$ cat config.mk
export PLATFORM = sky130hd
export DESIGN_NAME = mem_port_arbiter
export DESIGN_NICKNAME = d
export VERILOG_FILES = /design/src/rtl/mem_port_arbiter.sv
export SDC_FILE = /design/constraint.sdc
export NUM_CORES = 1
export LEC_CHECK = 0
export BUFFER_PORTS_ARGS = -buffer_cell sky130_fd_sc_hd__buf_2
export CORE_ASPECT_RATIO = 1.5
export CORE_MARGIN = 5
export CORE_UTILIZATION = 45
export DETAILED_ROUTE_END_ITERATION = 12
export PLACE_DENSITY_LB_ADDON = 0.3
export SLEW_MARGIN = 20
export SYNTH_ARGS = -nofsm -noshare
export SYNTH_HDL_FRONTEND = slang
export SYNTH_SLANG_ARGS = --single-unit
$ cat constraint.sdc
create_clock -name clk -period 2.7 [get_ports clk]
set_clock_uncertainty 0.05 [all_clocks]
set_input_delay 0.135 -clock clk [delete_from_list [all_inputs] [get_ports clk]]
set_output_delay 0.135 -clock clk [all_outputs]
set_load 0.1 [all_outputs]
$ cat src/rtl/mem_port_arbiter.sv
// Round-robin arbiter sharing one memory port between fetch (I) and data (D).
// One outstanding access; a watchdog forces an error response on a hung memory.
module mem_port_arbiter #(
  parameter int AW      = 32,
  parameter int DW      = 32,
  parameter int TIMEOUT = 64
) (
  input  logic            clk,
  input  logic            rst,
  input  logic            i_req,
  input  logic [AW-1:0]   i_addr,
  output logic            i_gnt,
  output logic            i_rvalid,
  output logic [DW-1:0]   i_rdata,
  output logic            i_err,
  input  logic            d_req,
  input  logic [DW/8-1:0] d_we,
  input  logic [AW-1:0]   d_addr,
  input  logic [DW-1:0]   d_wdata,
  output logic            d_gnt,
  output logic            d_rvalid,
  output logic [DW-1:0]   d_rdata,
  output logic            d_err,
  output logic            m_req,
  output logic [DW/8-1:0] m_we,
  output logic [AW-1:0]   m_addr,
  output logic [DW-1:0]   m_wdata,
  input  logic            m_ready,
  input  logic            m_rvalid,
  input  logic [DW-1:0]   m_rdata,
  output logic            busy
);
  localparam int BW = DW / 8;
  localparam int CW = (TIMEOUT > 1) ? $clog2(TIMEOUT) : 1;
  localparam logic [CW-1:0] WD_LAST = CW'(TIMEOUT - 1);

  typedef enum logic [1:0] {
    IDLE = 2'd0,
    REQ  = 2'd1,
    WAIT = 2'd2
  } state_e;

  state_e        state_q, state_d;
  logic          owner_q, owner_d;
  logic          last_q, last_d;
  logic          first_q, first_d;
  logic [AW-1:0] addr_q, addr_d;
  logic [BW-1:0] we_q, we_d;
  logic [DW-1:0] wdata_q, wdata_d;
  logic [CW-1:0] wd_q, wd_d;
  logic          i_rvalid_q, i_rvalid_d;
  logic          d_rvalid_q, d_rvalid_d;
  logic          i_err_q, i_err_d;
  logic          d_err_q, d_err_d;
  logic [DW-1:0] i_rdata_q, i_rdata_d;
  logic [DW-1:0] d_rdata_q, d_rdata_d;

  logic          win;
  logic          done;
  logic          err;
  logic          expired;
  logic [DW-1:0] rdata;

  always_comb begin
    state_d    = state_q;
    owner_d    = owner_q;
    last_d     = last_q;
    first_d    = 1'b0;
    addr_d     = addr_q;
    we_d       = we_q;
    wdata_d    = wdata_q;
    wd_d       = wd_q;
    i_rvalid_d = 1'b0;
    d_rvalid_d = 1'b0;
    i_err_d    = 1'b0;
    d_err_d    = 1'b0;
    i_rdata_d  = i_rdata_q;
    d_rdata_d  = d_rdata_q;
    win        = 1'b0;
    done       = 1'b0;
    err        = 1'b0;
    rdata      = '0;
    expired    = (TIMEOUT != 0) && (wd_q == WD_LAST);

    unique case (state_q)
      IDLE: begin
        if (i_req || d_req) begin
          // 1 = D; on a tie the port that did not win last time goes
          win     = (i_req && d_req) ? ~last_q : d_req;
          owner_d = win;
          last_d  = win;
          addr_d  = win ? d_addr : i_addr;
          we_d    = win ? d_we : '0;
          wdata_d = win ? d_wdata : '0;
          wd_d    = '0;
          first_d = 1'b1;
          state_d = REQ;
        end
      end
      REQ: begin
        wd_d = wd_q + 1'b1;
        if (expired) begin
          done = 1'b1;
          err  = 1'b1;
        end else if (m_ready) begin
          state_d = WAIT;
        end
      end
      WAIT: begin
        wd_d = wd_q + 1'b1;
        // a response arriving on the expiry cycle still counts
        if (m_rvalid) begin
          done  = 1'b1;
          rdata = (|we_q) ? '0 : m_rdata;
        end else if (expired) begin
          done = 1'b1;
          err  = 1'b1;
        end
      end
      default: state_d = IDLE;
    endcase

    if (done) begin
      state_d = IDLE;
      if (owner_q) begin
        d_rvalid_d = 1'b1;
        d_err_d    = err;
        d_rdata_d  = rdata;
      end else begin
        i_rvalid_d = 1'b1;
        i_err_d    = err;
        i_rdata_d  = rdata;
      end
    end
  end

  always_ff @(posedge clk) begin
    if (rst) begin
      state_q    <= IDLE;
      owner_q    <= 1'b0;
      last_q     <= 1'b1;
      first_q    <= 1'b0;
      addr_q     <= '0;
      we_q       <= '0;
      wdata_q    <= '0;
      wd_q       <= '0;
      i_rvalid_q <= 1'b0;
      d_rvalid_q <= 1'b0;
      i_err_q    <= 1'b0;
      d_err_q    <= 1'b0;
      i_rdata_q  <= '0;
      d_rdata_q  <= '0;
    end else begin
      state_q    <= state_d;
      owner_q    <= owner_d;
      last_q     <= last_d;
      first_q    <= first_d;
      addr_q     <= addr_d;
      we_q       <= we_d;
      wdata_q    <= wdata_d;
      wd_q       <= wd_d;
      i_rvalid_q <= i_rvalid_d;
      d_rvalid_q <= d_rvalid_d;
      i_err_q    <= i_err_d;
      d_err_q    <= d_err_d;
      i_rdata_q  <= i_rdata_d;
      d_rdata_q  <= d_rdata_d;
    end
  end

  assign busy     = (state_q != IDLE);
  assign m_req    = (state_q == REQ);
  assign m_addr   = addr_q;
  assign m_we     = we_q;
  assign m_wdata  = wdata_q;
  assign i_gnt    = m_req && first_q && !owner_q;
  assign d_gnt    = m_req && first_q && owner_q;
  assign i_rvalid = i_rvalid_q;
  assign d_rvalid = d_rvalid_q;
  assign i_err    = i_err_q;
  assign d_err    = d_err_q;
  assign i_rdata  = i_rdata_q;
  assign d_rdata  = d_rdata_q;

endmodule
==> results_dict.tcl <==
set metrics [dict create \
    syn_nets 737 \
    row_count 50 \
    fin_tns_setup_ns 0 \
    synth_top_area_share 0.510 \
    die_y_um 149 \
    drive_gt1_frac 0.362 \
    fin_ws_ns 0.578 \
    grt_max_degree 70 \
    preCtsSetupSlack_ns 0.590 \
    drv_cap 0 \
    period_needed_ns 2.12 \
    hp-class "input port to flop" \
    drc 0 \
    cts_buffer_depth 2 \
    cts_setup_buffers 0 \
    synth_commonest_cells "147 x dfxtp_1, 96 x mux2i_1, 89 x nand2_1, 85 x nor2_1, 36 x a22oi_1" \
    top_usage_layer "met2" \
    ys.warnings.count 0 \
    syn_to_final_growth_pct 48.6 \
    setup_viol 0 \
    globalRouteMet1Util 0.241 \
    global_route.usage.met3 0.0615 \
    drv_slew 0 \
    vdd.ir_drop.worst_uv 616 \
    wl_per_cell_um 15.2 \
    coreArea_mm2 0.0125 \
    initial_core_util 0.461 \
    track_usage 0.215 \
    final-seq-area_mm2 0.00294 \
    status "completed" \
    wirelength_mm 16.7 \
    required_ns 2.91 \
    cts_buffers 17 \
    start_kind "flop" \
    place.gp.congestion 0.806 \
    grt_remaining_overflow 0 \
    ys_seq_area_frac 0.510 \
    io_buffers 277 \
    tightest_slew_ns 0.721 \
    first_iter_violations 179 \
    synth_cells 593 \
    rsz0062_at_grt "false" \
    synth_cell_types 40 \
    critPathKind "flop to flop" \
    hold_viol_final 0 \
    clock_latency_ns 0.41 \
    endpoint_kind "flop" \
    ant_nets 0 \
    ys.flop_type "dfxtp_1" \
    fmax_mhz 471 \
    cts_sinks 147 \
    crit_arrival_ns 2.34 \
    synthMostInstantiatedCell "dfxtp_1" \
    use_met2 0.378 \
    yosysTopAreaCell "dfxtp_1" \
    syn-cell-area_mm2 0.00577 \
    avgSynthCellArea_um2 9.73 \
    io_pins 278 \
    die_w_um 102 \
    first_pass_iters 4 \
    antenna_found_initial 0 \
    synthArstFlopShare 0 \
    synth_area_leaders "dfxtp_1 51%, mux2i_1 17%, nand2_1 5.8%" \
    vias_per_cell 4.91 \
    path_max_fanout 34 \
    cts-root-buf "clkbuf_16" \
    path_clk_slew_ns 0.06 \
    grt_pass1_wl_mm 26.4 \
    die_area_mm2 0.0152 \
    place_hpwl_mm 11.2 \
    relSlewSlack 0.519 \
    htreeDepth 4 \
    tritoncts "yes" \
    p_leak_nw 4.34 \
    synth-edff-count 0 \
    grt_pass1_vias 5564 \
    power_density_mw_per_mm2 987 \
    n_fill_cell 990 \
    final_nets 1074 \
    fin_crit_sh 0.786 \
    multi_input_area_mm2 0.00259 \
    vias 5405 \
    ys_ff_latch 147 \
]
==> per-layer routing <==
metal	wire (µm)	up-vias
li1	-	2730
met1	6320	2438
met2	8720	198
met3	1240	39
met4	440	0
met5	0	-
==> cell type report <==
class | instances | share of cell area
diodes | 1 | 0.000292
clock buffers | 20 | 0.0544
well taps | 156 | 0.0228
clock inverters | 12 | 0.0168
inverters | 5 | 0.00219
flip-flops and latches | 147 | 0.343
repair buffers | 362 | 0.258
multi-input cells | 397 | 0.302
==> flip-flops by register name, summed over array words and instances, names as in the netlist <==
name and cells:
i_err 1, first_q 1, owner_q 1, last_q 1, i_rdata 32, wd_q 6
d_rvalid 1, state_q 2, i_rvalid 1, m_we 4, d_err 1, m_wdata 32
m_addr 32, d_rdata 32
==> critical path: stages (launching register included) <==
cell and delay (ns):
dfxtp_1 0.36, inv_1 0.10, ha_1 0.41, nand4_1 0.14, o31ai_2 0.32, nand2_2 0.07
buf_4 0.31, mux2i_1 0.19
==> logic make-up after synthesis <==
kind of cell / after synthesis / synth area share
AO/OA/AOI/OAI: 86 / 0.110
XOR/XNOR: 4 / 0.00607
adder cells (fa/ha/maj): 6 / 0.0130
buffers and inverters: 49 / 0.0449
flip-flops: 147 / 0.510
multiplexers: 96 / 0.167
AND/OR/NAND/NOR: 205 / 0.150
==> placed cells by master (no fill, tap or decap), drive strengths merged, types with 3 or more instances in the layout <==
| master | instances |
|---|---|
| a211oi | 32 |
| a21oi | 5 |
| a22oi | 36 |
| buf | 286 |
| clkbuf | 20 |
| clkinv | 3 |
| dfxtp | 147 |
| dlygate4sd3 | 76 |
| ha | 6 |
| inv | 10 |
| mux2i | 96 |
| nand2 | 102 |
| nor2 | 85 |
| o21ai | 5 |
| xor2 | 4 |
==> power breakdown <==
group	switching (W)	total [W]	internal, W
clock network	0.000932	0.00239	0.00145
logic	0.00275	0.00348	0.000735
registers	0.000150	0.00259	0.00244
total	0.00383	0.00846	0.00463
==> what timing repair did <==
action / 4_1_cts / 5_1_grt
resized for setup: 0 / 0
hold endpoints to repair: 106 / 0
hold buffers: 76 / 0
==> worst paths after layout <==
check | startpoint | endpoint | slack (ns) | cells after the start
worst max-delay path | state_q[0] | d_rdata[4] | 0.58 | 7
worst min-delay path | i_addr[28] | m_addr[28] | 0.01 | 3
worst max register to register | state_q[0] | d_rdata[4] | 0.58 | 7
worst min register to register | i_rdata[31] | i_rdata[31] | 0.41 | 2
==> stage by stage <==
step	cells	hold slack [ns]	utilization	cell area (µm²)	power, W
finish	1100	0.0126	0.685	8570	0.00846
global route	1099	0.0165	0.685	8570	0.00886
CTS	1099	0.000802	0.685	8570	0.00853
detailed placement	991	0.341	0.576	7200	0.00603
global placement	991	0.329	0.576	7200	0.00601
floorplan	593	0.228	-	5770	0.00546
Note: power is estimated with default switching activity, not from simulation.
